[src/rtl/alu_seq_multi_if.sv]
// Instruction/result bundle between the decoder (master) and alu_seq_multi (slave).
// Carries the valid/ready handshake, the operands, the register file view and the flags.
interface alu_seq_multi_if #(
    parameter int WIDTH   = 8,
    parameter int NUM_OUT = 4
);
    localparam int DEST_W = $clog2(NUM_OUT);

    logic                     in_valid;
    logic                     in_ready;
    logic [DEST_W+3:0]        instruction;
    logic [WIDTH-1:0]         data0;
    logic [WIDTH-1:0]         data1;
    logic [NUM_OUT*WIDTH-1:0] out_regs;
    logic                     res_valid;
    logic [DEST_W-1:0]        res_dest;
    logic [WIDTH-1:0]         res_data;
    logic                     carry_flag;
    logic                     overflow_flag;
    logic                     zero_flag;
    logic                     neg_flag;

    modport master (
        output in_valid, instruction, data0, data1,
        input  in_ready, out_regs, res_valid, res_dest, res_data,
        input  carry_flag, overflow_flag, zero_flag, neg_flag
    );

    modport slave (
        input  in_valid, instruction, data0, data1,
        output in_ready, out_regs, res_valid, res_dest, res_data,
        output carry_flag, overflow_flag, zero_flag, neg_flag
    );
endinterface

[src/rtl/alu_seq_multi.sv]
// Handshaked ALU with a destination register file, single-cycle ops and an
// iterative shift-add multiplier that holds off new instructions while busy.
module alu_seq_multi #(
    parameter int WIDTH   = 8,
    parameter int NUM_OUT = 4
) (
    input  logic           clk,
    input  logic           rst,
    alu_seq_multi_if.slave bus
);
    localparam int DEST_W = $clog2(NUM_OUT);
    localparam int CNT_W  = (WIDTH > 2) ? $clog2(WIDTH) : 1;
    localparam logic [CNT_W-1:0] CNT_LAST  = CNT_W'(WIDTH - 1);
    localparam logic [WIDTH:0]   SHIFT_LIM = (WIDTH + 1)'(WIDTH);

    typedef enum logic [0:0] {
        IDLE = 1'b0,
        MUL  = 1'b1
    } state_t;

    state_t                            r_state;
    state_t                            w_state_nxt;
    logic [CNT_W-1:0]                  r_cnt;
    logic [CNT_W-1:0]                  w_cnt_nxt;
    logic [2*WIDTH-1:0]                r_p;
    logic [2*WIDTH-1:0]                w_p_nxt;
    logic [2*WIDTH-1:0]                w_p_step;
    logic [WIDTH-1:0]                  r_a;
    logic [WIDTH-1:0]                  r_b;
    logic [DEST_W-1:0]                 r_dest;
    logic                              r_mulh;
    logic [NUM_OUT-1:0][WIDTH-1:0]     r_regs;
    logic                              r_res_valid;
    logic [DEST_W-1:0]                 r_res_dest;
    logic [WIDTH-1:0]                  r_res_data;
    logic                              r_carry;
    logic                              r_ovf;
    logic                              r_zero;
    logic                              r_neg;

    logic [DEST_W-1:0]                 w_dest;
    logic [1:0]                        w_cls;
    logic [1:0]                        w_sel;
    logic                              w_accept;
    logic                              w_is_mul;
    logic                              w_mul_start;
    logic [WIDTH:0]                    w_sum;
    logic [WIDTH:0]                    w_diff;
    logic                              w_shift_big;
    logic [WIDTH-1:0]                  w_alu_res;
    logic                              w_alu_c;
    logic                              w_alu_v;
    logic                              w_wb_en;
    logic [DEST_W-1:0]                 w_wb_dest;
    logic [WIDTH-1:0]                  w_wb_data;
    logic                              w_wb_c;
    logic                              w_wb_v;

    // True when both operands have matching end bits and share the same sign.
    function automatic logic special_test(input logic [WIDTH-1:0] a, input logic [WIDTH-1:0] b);
        return (a[WIDTH-1] == a[0]) && (b[WIDTH-1] == b[0]) && (a[WIDTH-1] == b[WIDTH-1]);
    endfunction

    assign {w_dest, w_cls, w_sel} = bus.instruction;
    assign w_accept    = bus.in_valid && (r_state == IDLE);
    assign w_is_mul    = (w_cls == 2'b10) && (w_sel[1] == 1'b0);
    assign w_sum       = {1'b0, bus.data0} + {1'b0, bus.data1};
    assign w_diff      = {1'b0, bus.data0} - {1'b0, bus.data1};
    assign w_shift_big = ({1'b0, bus.data1} >= SHIFT_LIM);
    assign w_p_step    = r_p + (r_b[r_cnt] ? ({{WIDTH{1'b0}}, r_a} << r_cnt)
                                           : {(2*WIDTH){1'b0}});

    // Single-cycle result and ADD/SUB flags for the instruction on the bus.
    always_comb begin
        w_alu_res = {WIDTH{1'b0}};
        w_alu_c   = 1'b0;
        w_alu_v   = 1'b0;
        case (w_cls)
            2'b00: begin
                case (w_sel)
                    2'b00: w_alu_res = w_shift_big ? {WIDTH{1'b0}} : (bus.data0 >> bus.data1);
                    2'b01: w_alu_res = w_shift_big ? {WIDTH{1'b0}} : (bus.data0 << bus.data1);
                    2'b10: begin
                        w_alu_res = w_sum[WIDTH-1:0];
                        w_alu_c   = w_sum[WIDTH];
                        w_alu_v   = (bus.data0[WIDTH-1] == bus.data1[WIDTH-1]) &&
                                    (w_sum[WIDTH-1] != bus.data0[WIDTH-1]);
                    end
                    2'b11: begin
                        // Bit WIDTH of the zero-extended difference is the borrow (A < B).
                        w_alu_res = w_diff[WIDTH-1:0];
                        w_alu_c   = w_diff[WIDTH];
                        w_alu_v   = (bus.data0[WIDTH-1] != bus.data1[WIDTH-1]) &&
                                    (w_diff[WIDTH-1] != bus.data0[WIDTH-1]);
                    end
                    default: w_alu_res = {WIDTH{1'b0}};
                endcase
            end
            2'b01: begin
                case (w_sel)
                    2'b00:   w_alu_res = bus.data0 & bus.data1;
                    2'b01:   w_alu_res = bus.data0 | bus.data1;
                    2'b10:   w_alu_res = bus.data0 ^ bus.data1;
                    2'b11:   w_alu_res = {{(WIDTH-1){1'b0}}, 1'b1};
                    default: w_alu_res = {WIDTH{1'b0}};
                endcase
            end
            2'b10:   w_alu_res = {WIDTH{1'b0}};
            2'b11:   w_alu_res = {{(WIDTH-1){1'b0}}, special_test(bus.data0, bus.data1)};
            default: w_alu_res = {WIDTH{1'b0}};
        endcase
    end

    // FSM next state, multiply stepping and writeback selection.
    always_comb begin
        w_state_nxt = r_state;
        w_cnt_nxt   = r_cnt;
        w_p_nxt     = r_p;
        w_mul_start = 1'b0;
        w_wb_en     = 1'b0;
        w_wb_dest   = w_dest;
        w_wb_data   = w_alu_res;
        w_wb_c      = w_alu_c;
        w_wb_v      = w_alu_v;
        case (r_state)
            IDLE: begin
                if (w_accept && w_is_mul) begin
                    w_state_nxt = MUL;
                    w_cnt_nxt   = {CNT_W{1'b0}};
                    w_p_nxt     = {(2*WIDTH){1'b0}};
                    w_mul_start = 1'b1;
                end else if (w_accept) begin
                    w_wb_en     = 1'b1;
                end else begin
                    w_state_nxt = IDLE;
                end
            end
            MUL: begin
                w_p_nxt   = w_p_step;
                w_wb_dest = r_dest;
                w_wb_data = r_mulh ? w_p_step[2*WIDTH-1:WIDTH] : w_p_step[WIDTH-1:0];
                w_wb_c    = 1'b0;
                w_wb_v    = 1'b0;
                if (r_cnt == CNT_LAST) begin
                    w_state_nxt = IDLE;
                    w_cnt_nxt   = {CNT_W{1'b0}};
                    w_wb_en     = 1'b1;
                end else begin
                    w_cnt_nxt   = r_cnt + CNT_W'(1);
                end
            end
            default: w_state_nxt = IDLE;
        endcase
    end

    // State, multiplier operands, register file and result/flag registers.
    always_ff @(posedge clk) begin
        if (!rst) begin
            r_state     <= IDLE;
            r_cnt       <= {CNT_W{1'b0}};
            r_p         <= {(2*WIDTH){1'b0}};
            r_a         <= {WIDTH{1'b0}};
            r_b         <= {WIDTH{1'b0}};
            r_dest      <= {DEST_W{1'b0}};
            r_mulh      <= 1'b0;
            r_regs      <= {(NUM_OUT*WIDTH){1'b0}};
            r_res_valid <= 1'b0;
            r_res_dest  <= {DEST_W{1'b0}};
            r_res_data  <= {WIDTH{1'b0}};
            r_carry     <= 1'b0;
            r_ovf       <= 1'b0;
            r_zero      <= 1'b0;
            r_neg       <= 1'b0;
        end else begin
            r_state     <= w_state_nxt;
            r_cnt       <= w_cnt_nxt;
            r_p         <= w_p_nxt;
            r_res_valid <= w_wb_en;
            if (w_mul_start) begin
                r_a    <= bus.data0;
                r_b    <= bus.data1;
                r_dest <= w_dest;
                r_mulh <= w_sel[0];
            end else begin
                r_a    <= r_a;
            end
            if (w_wb_en) begin
                r_regs[w_wb_dest] <= w_wb_data;
                r_res_dest        <= w_wb_dest;
                r_res_data        <= w_wb_data;
                r_carry           <= w_wb_c;
                r_ovf             <= w_wb_v;
                r_zero            <= (w_wb_data == {WIDTH{1'b0}});
                r_neg             <= w_wb_data[WIDTH-1];
            end else begin
                r_res_data        <= r_res_data;
            end
        end
    end

    assign bus.in_ready      = (r_state == IDLE);
    assign bus.out_regs      = r_regs;
    assign bus.res_valid     = r_res_valid;
    assign bus.res_dest      = r_res_dest;
    assign bus.res_data      = r_res_data;
    assign bus.carry_flag    = r_carry;
    assign bus.overflow_flag = r_ovf;
    assign bus.zero_flag     = r_zero;
    assign bus.neg_flag      = r_neg;
endmodule

[src/flat_wrapper.sv]
// flat-port wrapper written by rule: the top's interface ports become plain ports
module alu_seq_multi_flat 
#(
    parameter int WIDTH   = 8,
    parameter int NUM_OUT = 4
)
  (clk, rst, bus_in_valid, bus_instruction, bus_data0, bus_data1, bus_in_ready, bus_out_regs, bus_res_valid, bus_res_dest, bus_res_data, bus_carry_flag, bus_overflow_flag, bus_zero_flag, bus_neg_flag);
  alu_seq_multi_if #(.WIDTH(WIDTH), .NUM_OUT(NUM_OUT)) bus_i ();
  input  logic clk;
  input  logic rst;
  input wire logic [$bits(bus_i.in_valid)-1:0] bus_in_valid;
  input wire logic [$bits(bus_i.instruction)-1:0] bus_instruction;
  input wire logic [$bits(bus_i.data0)-1:0] bus_data0;
  input wire logic [$bits(bus_i.data1)-1:0] bus_data1;
  output wire logic [$bits(bus_i.in_ready)-1:0] bus_in_ready;
  output wire logic [$bits(bus_i.out_regs)-1:0] bus_out_regs;
  output wire logic [$bits(bus_i.res_valid)-1:0] bus_res_valid;
  output wire logic [$bits(bus_i.res_dest)-1:0] bus_res_dest;
  output wire logic [$bits(bus_i.res_data)-1:0] bus_res_data;
  output wire logic [$bits(bus_i.carry_flag)-1:0] bus_carry_flag;
  output wire logic [$bits(bus_i.overflow_flag)-1:0] bus_overflow_flag;
  output wire logic [$bits(bus_i.zero_flag)-1:0] bus_zero_flag;
  output wire logic [$bits(bus_i.neg_flag)-1:0] bus_neg_flag;
  assign bus_i.in_valid = bus_in_valid;
  assign bus_i.instruction = bus_instruction;
  assign bus_i.data0 = bus_data0;
  assign bus_i.data1 = bus_data1;
  assign bus_in_ready = bus_i.in_ready;
  assign bus_out_regs = bus_i.out_regs;
  assign bus_res_valid = bus_i.res_valid;
  assign bus_res_dest = bus_i.res_dest;
  assign bus_res_data = bus_i.res_data;
  assign bus_carry_flag = bus_i.carry_flag;
  assign bus_overflow_flag = bus_i.overflow_flag;
  assign bus_zero_flag = bus_i.zero_flag;
  assign bus_neg_flag = bus_i.neg_flag;
  alu_seq_multi #(.WIDTH(WIDTH), .NUM_OUT(NUM_OUT)) u_core (.clk(clk), .rst(rst), .bus(bus_i));
endmodule
[config.mk]
export PLATFORM = sky130hd
export DESIGN_NAME = alu_seq_multi_flat
export DESIGN_NICKNAME = d
export VERILOG_FILES = /design/src/rtl/alu_seq_multi_if.sv /design/src/rtl/alu_seq_multi.sv /design/src/flat_wrapper.sv
export SDC_FILE = /design/constraint.sdc
export NUM_CORES = 1
export LEC_CHECK = 0
export CELL_PAD_IN_SITES_DETAIL_PLACEMENT = 0
export CELL_PAD_IN_SITES_GLOBAL_PLACEMENT = 1
export CORE_ASPECT_RATIO = 0.5
export CORE_MARGIN = 1
export CORE_UTILIZATION = 42
export CTS_CLUSTER_SIZE = 30
export DETAILED_ROUTE_END_ITERATION = 12
export GPL_TIMING_DRIVEN = 0
export PLACE_DENSITY_LB_ADDON = 0.1
export SYNTH_ARGS = -nofsm -noshare
export SYNTH_HDL_FRONTEND = slang
export SYNTH_SLANG_ARGS = --single-unit
[constraint.sdc]
create_clock -name clk -period 5.3 [get_ports clk]
set_input_delay 1.06 -clock clk [delete_from_list [all_inputs] [get_ports clk]]
set_output_delay 1.06 -clock clk [all_outputs]
set_load 0.02 [all_outputs]
-- Word-level counts from Yosys, hierarchy flattened
Index checks and enable logic that the tools add are counted.
W data, S select, Z words.
- register bits after elaboration: 86
- mux-type cells: 33
- bitwise operators: 5
- order comparisons: 4
- equal/unequal tests: 14
- add/subtract/negate cells: 4
- reductions and logical operators: 11
- shift operators: 3
- operators by type and width (operator ; count):
    $pmux W8 S4 ; 3
    $mux W8 ; 5
    $bwmux W32 ; 1
    $mux W16 ; 2
    $pmux W16 S2 ; 1
    $add A16 B16 Y16 ; 1
    $demux W8 S2 ; 1
    $shl A8 B3 Y16 ; 1
    $mux W1 ; 11
    $add A8 B8 Y9 ; 1
    $sub A8 B8 Y9 ; 1
    $and A8 B8 Y8 ; 1
    $eq A2 B2 Y1 const B ; 4
    $ge A8 B4 Y1 const B ; 1
    $logic_and A1 B1 Y1 ; 8
    $logic_not A8 Y1 ; 1
    $or A8 B8 Y8 ; 1
    $pmux W1 S2 ; 4
    $shl A8 B8 Y8 ; 1
    $shr A8 B8 Y8 ; 1
    $xor A8 B8 Y8 ; 1
    $mux W3 ; 2
    $pmux W3 S2 ; 1
    $eq A2 B1 Y1 const B ; 2
    12 further kinds ; 18

-- Logic depth before layout (Yosys ltp)
Gate-level depths: netlist of the first run.
- word-level depth: 7
- gate-level depth with buffers: 16
- mapped depth without buffers: 15

-- Worst setup path before layout of the first run
No wires, ideal clock.
- path type: reg2reg
- start point: register u_core.r_cnt[0]
- end point: register u_core.r_zero, in the netlist u_core.bus.zero_flag
- library setup time: 0.096 ns
- clock period less this slack: 3.865 ns
- stages on the path, launching flop included: 16
- path buffers: 2
- data required time: 5.204 ns
- arrival time: 3.769 ns
- slack: 1.435 ns
- cell sequence: dfxtp_1 -> clkbuf_1 -> mux4_2 -> nand2_1 -> and2_1 -> clkbuf_1 -> nor2_1 -> ha_1 -> and3_1 -> a221oi_2 -> nor2_2 -> o41ai_4 -> xnor2_1 -> a221o_1 -> nand4bb_1 -> o41ai_2
- longest elaborated chain between the ends: 7
- elaborated cells on any way between the ends: 11
- classes of those cells: add/sub: 1; eq/ne: 1; shift: 1; mux: 7; reduce/logical: 1
- ends and longest elaborated chain (element ; line ; source):
    from (decl) ; alu_seq_multi.sv:23 ; logic [CNT_W-1:0] r_cnt;
    from (signal assigned) ; alu_seq_multi.sv:160 ; r_cnt <= {CNT_W{1'b0}};
    from (signal assigned) ; alu_seq_multi.sv:176 ; r_cnt <= w_cnt_nxt;
    $bmux W1 S3 ; alu_seq_multi.sv:70 ; assign w_p_step = r_p + (r_b[r_cnt] ? ({{WIDTH{1'b0}}, r_a} << r_cnt)
    $mux W1 (implied by the code) ; alu_seq_multi.sv:70 ;
    $mux W16 ; alu_seq_multi.sv:70 ;
    $add A16 B16 Y16 ; alu_seq_multi.sv:70 ;
    $mux W8 ; alu_seq_multi.sv:141 ; w_wb_data = r_mulh ? w_p_step[2*WIDTH-1:WIDTH] : w_p_step[WIDTH-1:0];
    $mux W8 ; alu_seq_multi.sv:125 ; case (r_state)
    $logic_not A8 Y1 ; alu_seq_multi.sv:193 ; r_zero <= (w_wb_data == {WIDTH{1'b0}});
    to (signal assigned) ; alu_seq_multi.sv:193 ;
    to (decl) ; alu_seq_multi.sv:38 ; logic r_zero;
Parallel ways exist; a longest one is shown, timed or not. The select of a mux whose other input is x is not followed.
A chain may end at the register's enable or synchronous reset.

-- Worst setup path after layout of the first run
- start point: input bus_data1[2]
- end point: register u_core.r_neg, in the netlist u_core.bus.neg_flag
- longest elaborated chain between the ends: 5
- elaborated cells on any way between the ends: 10
- classes of those cells: add/sub: 2; order compare: 1; shift: 2; mux: 5
- ends and longest elaborated chain (element ; line ; source):
    from (decl) ; flat_wrapper.sv:14 ; input wire logic [$bits(bus_i.data1)-1:0] bus_data1;
    $ge A8 B4 Y1, or another cell as far along ; alu_seq_multi.sv:69 ; assign w_shift_big = ({1'b0, bus.data1} >= SHIFT_LIM);
    $mux W8 (on tied branches) ; alu_seq_multi.sv:82, alu_seq_multi.sv:81 ;
    $pmux W8 S4 * ; alu_seq_multi.sv:80 ; case (w_sel)
    $pmux W8 S4 * ; alu_seq_multi.sv:78 ; case (w_cls)
    $mux W8 * ; alu_seq_multi.sv:125 ;
    to (signal assigned) ; alu_seq_multi.sv:194 ; r_neg <= w_wb_data[WIDTH-1];
    to (decl) ; alu_seq_multi.sv:39 ; logic r_neg;
Every way passes the cells marked *; elsewhere a longest branch is shown, timed or not.

==> results.sh, run 1 <==
export IMPL_dieArea_um2=15100
export IMPL_ys_warn_count=0
export IMPL_synth_flop_cell="dfxtp_1"
export IMPL_layout_commonest_cell="nor2_1"
export IMPL_synth_edf_count=0
export IMPL_post_dp_hpwl_mm=15.8
export IMPL_grt_setup_unrepaired="false"
export IMPL_yosysSeqAreaShare_pct=27.7
export IMPL_cts_sinks=85
export IMPL_maxCapViolCount=0
export IMPL_area_delta_synth_final_pct=20.6
export IMPL_critPathCaptureType="register"
export IMPL_start_kind="primary input"
export IMPL_cts_htree_levels=3
export IMPL_antenna_left=0
export IMPL_num_vias=6218
export IMPL_drt_wirelength_per_cell_um=19.4
export IMPL_multi_input_area_um2=4080
export IMPL_p_leak_nw=2.88
export IMPL_syn_avg_cell_area_um2=7.99
export IMPL_drc=0
export IMPL_post_cts_buffers=0
export IMPL_path_delay_family="compound AO/OA/AOI/OAI gates"
export IMPL_final_max_slew_violation_count=0
export IMPL_clkLatencyLatePin_ns=0.34
export IMPL_grt_ovfl_total=0
export IMPL_final_hold_viol_count=0
export IMPL_syn_area_um2=6140
export IMPL_place_congestion=0.949
export IMPL_place_ws_ns=-0.149
export IMPL_synth_seq_cells=85
export IMPL_regArea_um2=1700
export IMPL_power_density_nw_per_um2=232
export IMPL_cts_max_path_buffers=2
export IMPL_setup_ws_ns=0.302
export IMPL_io_buffers=70
export IMPL_layout_common_cells="nor2_1 (96), dfxtp_1 (85), nand2_1 (84)"
export IMPL_first_global_vias=5441
export IMPL_diodes=0
export IMPL_start_util_pct=44.2
export IMPL_slowest_delay_ns=0.64
export IMPL_peakVddDrop_v=0.000132
export IMPL_synth_nets=837
export IMPL_min_period_over_period_pct=94.3
export IMPL_cts_tree="done"
export IMPL_crit_arrival_ns=5.20
export IMPL_setup_viol=0
export IMPL_die_y_um=87.5
export IMPL_max_slew_margin_pct=20.4
export IMPL_power_mw=1.72
export IMPL_drt_pass1_iterations=5
export IMPL_ios=73
export IMPL_grt_usage_pct=27.0
export IMPL_worstMarginPinSlew_ns=1.18
export IMPL_antenna_found_initial=0
export IMPL_synth_async_reset_ratio_pct=0
export IMPL_fillers=1344
export IMPL_die_w_um=173
export IMPL_tns_ns=0
export IMPL_crit_slowest_cell="a221oi_1"
export IMPL_num_rows=30
export IMPL_critPathBufInv=4
export IMPL_hold_class="reg2reg"
export IMPL_numCtsBuffers=9
export IMPL_fmax_mhz=200
export IMPL_cp_cell_sequence="clkdlybuf4s50_1, clkbuf_2, inv_1, ha_1, clkbuf_1, or3_1, a311o_1, a21oi_1, mux2i_1, xnor2_1, a221oi_1, o21a_1, a211oi_1"
export IMPL_grt_max_degree=16
export IMPL_cp_data_required_time_ns=5.50
export IMPL_path_max_fanout=10
export IMPL_crit_type="in2reg"
export IMPL_via_per_inst=5.94
export IMPL_period_needed_ns=5.00
export IMPL_grt_pass1_wl_mm=31.2
export IMPL_nets=918
export IMPL_synthCells=768
export IMPL_drt_wl_total_mm=20.3
export IMPL_outcome="finished clean"
export IMPL_core_area_um2=13900
export IMPL_clk_pin_slew_ns=0.07
export IMPL_drive_gt1_share_pct=5.74
export IMPL_fin_skew_ns=0.00817
export IMPL_cts_root_buf="clkbuf_16"
export IMPL_drt_iter0_markers=604
export IMPL_fin_hold_ws_ns=0.453
export IMPL_synth_cell_types=71
==> metal layers <==
metal | track usage (%) | wire length (um) | up-vias
met1 | 39.0 | 10000 | 3002
li1 | - | - | 2954
met3 | 4.10 | 1440 | 17
met4 | 6.44 | 215 | 0
met2 | 41.9 | 8640 | 245
met5 | 0 | 0 | -
==> path summary, 6_finish.rpt <==
check,startpoint,end,slack (ns),cells past startpoint
max,bus_data1[2],u_core.bus.neg_flag,0.30,13
min,u_core.bus.carry_flag,u_core.bus.carry_flag,0.45,2
max reg2reg,u_core.r_cnt[0],u_core.bus.zero_flag,0.51,15
min reg2reg,u_core.bus.carry_flag,u_core.bus.carry_flag,0.45,2
==> stage by stage <==
stage	util, %	instances	cell area (um2)
4_1_cts	53.3	1046	7400
2_1_floorplan	-	768	6140
3_3_place_gp	51.0	1030	7080
6_report	53.3	1046	7400
5_1_grt	53.3	1046	7400
3_5_place_dp	51.0	1030	7080
==> logic make-up (layout without fill, tap and decap cells) <==
kind of cell	Yosys count	count (layout)	share of synthesized area, %
simple gates	256	256	18.7
compound gates	218	218	24.3
buf+inv	90	176	5.75
flops	85	85	27.7
mux	55	55	11.3
fa+ha+maj	44	44	9.34
xor+xnor	20	20	2.85
==> registers in the layout (all words and copies together), names as in the netlist <==
register / flops
u_core.r_cnt: 3
u_core.r_dest: 2
u_core.r_state: 1
u_core.r_p: 16
u_core.r_mulh: 1
u_core.bus.out_regs: 32
u_core.bus.res_dest: 2
u_core.r_b: 8
u_core.bus.overflow_flag: 1
u_core.bus.carry_flag: 1
u_core.bus.res_valid: 1
u_core.bus.zero_flag: 1
u_core.bus.neg_flag: 1
u_core.r_a: 8
u_core.bus.res_data: 7
==> power by group <==
part,total [mW],internal (mW),switching (mW)
combinational,0.376,0.148,0.228
clock,0.671,0.397,0.274
sequential,0.673,0.660,0.0126
==> layout make-up <==
type	instances	area share (%)
well taps	192	3.25
inverters	36	1.83
plain buffers	54	2.96
flip-flops and latches	85	23.0
repair buffers	70	9.47
clock inverters	5	0.913
clock buffers	11	3.42
multi-input cells	593	55.2
==> synthesized netlist by cell type, types with 6 or more instances <==
library cell / count / area share [%]
xnor2_1: 14 / 2.0
a31oi_1: 8 / 0.82
mux4_2: 11 / 4.0
ha_1: 41 / 8.4
mux2_2: 6 / 1.1
a211oi_1: 26 / 3.2
buf_2: 6 / 0.49
clkbuf_1: 42 / 2.6
and3_1: 8 / 0.82
nand2_1: 84 / 5.1
nor3_1: 12 / 0.98
o22ai_1: 11 / 1.1
dfxtp_1: 85 / 28
xor2_1: 6 / 0.86
mux2i_1: 38 / 6.2
inv_1: 35 / 2.1
o21ai_0: 20 / 1.6
nand3_1: 16 / 1.3
a21oi_1: 68 / 5.5
a22oi_1: 16 / 2.0
nor2_1: 96 / 5.9
a21o_1: 9 / 1.1
==> tightest hold or removal path, delay by kind of cell, from the launching register on <==
kind	cells	cell delay, ns
flops	1	0.31
simple gates	1	0.05
compound gates	1	0.05
==> what timing repair did <==
action,CTS,global route
hold buffers,0,0
setup endpoints to repair,0,6
gates resized for setup,0,2
No activity file was read; power rests on OpenSTA's default activity.
==> run 2, diff against run 1 <==
- CTS_CLUSTER_DIAMETER: unset -> 40
==> results of run 2 <==
The final DEF is identical to that of run 1; final timing and power are the same.
==> run 3, diff against run 2 <==
- CORE_MARGIN: 1 -> 2
==> run 3 against run 2 <==
  * Cell count up 0.57%
  * Worst hold slack about the same
  * Sequential share of layout area unchanged
  * Largest cell class unchanged
  * Highest routed layer unchanged
==> results.sh, run 3 (synthesis results as in run 1) <==
export IMPL_diodes=0
export IMPL_critPathCaptureType="register"
export IMPL_layout_commonest_cell="nor2_1"
export IMPL_final_max_slew_violation_count=0
export IMPL_outcome="finished clean"
export IMPL_ios=73
export IMPL_r2r_end="u_core.bus.zero_flag"
export IMPL_min_path_cells=2
export IMPL_dieArea_um2=15700
export IMPL_drt_pass1_iterations=7
export IMPL_critPathBufInv=4
export IMPL_start_kind="primary input"
export IMPL_drt_wl_total_mm=20.4
export IMPL_path_delay_family="compound AO/OA/AOI/OAI gates"
export IMPL_drt_wirelength_per_cell_um=19.4
export IMPL_cts_root_buf="clkbuf_16"
export IMPL_p_leak_nw=2.87
export IMPL_path_max_fanout=10
export IMPL_clk_pin_slew_ns=0.07
export IMPL_cp_cell_sequence="clkdlybuf4s50_1, clkbuf_1, inv_1, ha_1, clkbuf_1, or3_1, a311o_1, a21oi_1, mux2i_1, xnor2_1, a221oi_1, o21a_1, a211oi_1"
export IMPL_post_dp_hpwl_mm=15.8
export IMPL_core_area_um2=14400
export IMPL_final_hold_viol_count=0
export IMPL_layout_common_cells="nor2_1 (96), dfxtp_1 (85), nand2_1 (84)"
export IMPL_largest_reg_flops=32
export IMPL_antenna_found_initial=0
export IMPL_setup_ws_ns=0.165
export IMPL_fmax_mhz=195
export IMPL_num_rows=31
export IMPL_final_area_um2=7400
export IMPL_cts_resized_gates=0
export IMPL_drive_gt1_share_pct=5.62
export IMPL_area_delta_synth_final_pct=20.6
export IMPL_drt_iter0_markers=449
export IMPL_grt_usage_pct=26.4
export IMPL_grt_ovfl_total=0
export IMPL_max_slew_margin_pct=26.0
export IMPL_place_ws_ns=-0.0911
export IMPL_post_cts_buffers=0
export IMPL_hold_class="reg2reg"
export IMPL_min_period_over_period_pct=96.9
export IMPL_crit_type="in2reg"
export IMPL_start_util_pct=42.8
export IMPL_antenna_left=0
export IMPL_maxCapViolCount=0
export IMPL_crit_path_frequent_cell="clkbuf_1"
export IMPL_num_vias=6073
export IMPL_first_global_vias=5497
export IMPL_cts_max_path_buffers=2
export IMPL_io_buffers=70
export IMPL_cts_hold_buf=0
export IMPL_fillers=1430
export IMPL_clkLatencyLatePin_ns=0.35
export IMPL_cts_tree="done"
export IMPL_die_y_um=89.5
export IMPL_grt_setup_unrepaired="false"
export IMPL_grt_pass1_wl_mm=31.4
export IMPL_min_to="u_core.bus.carry_flag"
export IMPL_cts_htree_levels=3
export IMPL_dpl_instance_area_um2=7090
export IMPL_numCtsBuffers=9
export IMPL_drc=0
export IMPL_setup_viol=0
export IMPL_nets=918
export IMPL_tns_ns=0
export IMPL_slowest_delay_ns=0.66
export IMPL_hp_start="u_core.bus.carry_flag"
export IMPL_regArea_um2=1700
export IMPL_peakVddDrop_v=0.000132
export IMPL_rr_startpoint="u_core.r_cnt[0]"
export IMPL_fin_skew_ns=0.00510
export IMPL_power_density_nw_per_um2=232
export IMPL_die_w_um=175
export IMPL_period_needed_ns=5.13
export IMPL_via_per_inst=5.77
export IMPL_cp_data_required_time_ns=5.51
export IMPL_crit_arrival_ns=5.35
export IMPL_cts_sinks=85
export IMPL_r2r_cells=15
export IMPL_multi_input_area_um2=4080
export IMPL_reg2reg_slack_ns=0.44
export IMPL_crit_slowest_cell="a221oi_1"
export IMPL_place_congestion=0.940
export IMPL_grt_max_degree=17
export IMPL_worstMarginPinSlew_ns=1.10
==> run 3: cell count changes in the layout (fill, tap and decap cells not counted), sizes merged <==
cell / previous run / this run
clkinv: 4 / 2
inv: 36 / 38
clkbuf: 53 / 52
clkinvlp: 0 / 1
==> run 3: worst max path at each step <==
stage	from	end	slack [ns]	depth (start not counted)
after CTS	bus_data1[2]	u_core.bus.out_regs[15]	0.26	13
final	bus_data1[2]	u_core.bus.out_regs[23]	0.17	13
after global routing	bus_data1[2]	u_core.bus.out_regs[23]	0.01	13
after global placement	bus_data1[2]	u_core.bus.out_regs[15]	-0.04	13
after detailed placement	bus_data1[2]	u_core.bus.out_regs[15]	-0.09	13
after floorplan	u_core.r_cnt[0]	u_core.bus.zero_flag	1.44	15
==> run 3: cell type report <==
cell class / instances / area share (%)
Multi-Input combinational cell: 593 / 55.2
Sequential cell: 85 / 23.0
Timing Repair Buffer: 70 / 9.47
Tap cell: 198 / 3.35
Clock buffer: 10 / 3.23
Buffer: 54 / 2.94
Inverter: 36 / 1.83
Clock inverter: 6 / 1.01
==> run 3: routing by layer <==
metal  vias up  GRT usage, %  part of all wire, %
met5         -             0                    0
met4         0          6.89                  1.8
met3        26          4.42                  7.6
met2       216          40.4                   41
met1      2882          38.5                   50
li1       2949             -                    -
==> run 3: worst min-delay path, delay by kind of cell, from the launching register on <==
family | cells | cell delay, ns
compound gates | 1 | 0.05
simple gates | 1 | 0.05
flops | 1 | 0.31
==> run 3: through the flow <==
stage	hold slack, ns	utilization [%]	std cells	total power, mW
floorplan	0.433	-	768	0.910
global placement	0.440	49.4	1036	1.05
detailed placement	0.446	49.4	1036	1.05
CTS	0.455	51.6	1052	1.72
global route	0.475	51.6	1052	1.79
finish	0.453	51.6	1052	1.72
==> run 3: power breakdown <==
part / internal (mW) / total (mW) / switching [mW]
logic: 0.148 / 0.370 / 0.222
clock network: 0.386 / 0.676 / 0.290
registers: 0.660 / 0.673 / 0.0129
total: 1.19 / 1.72 / 0.526
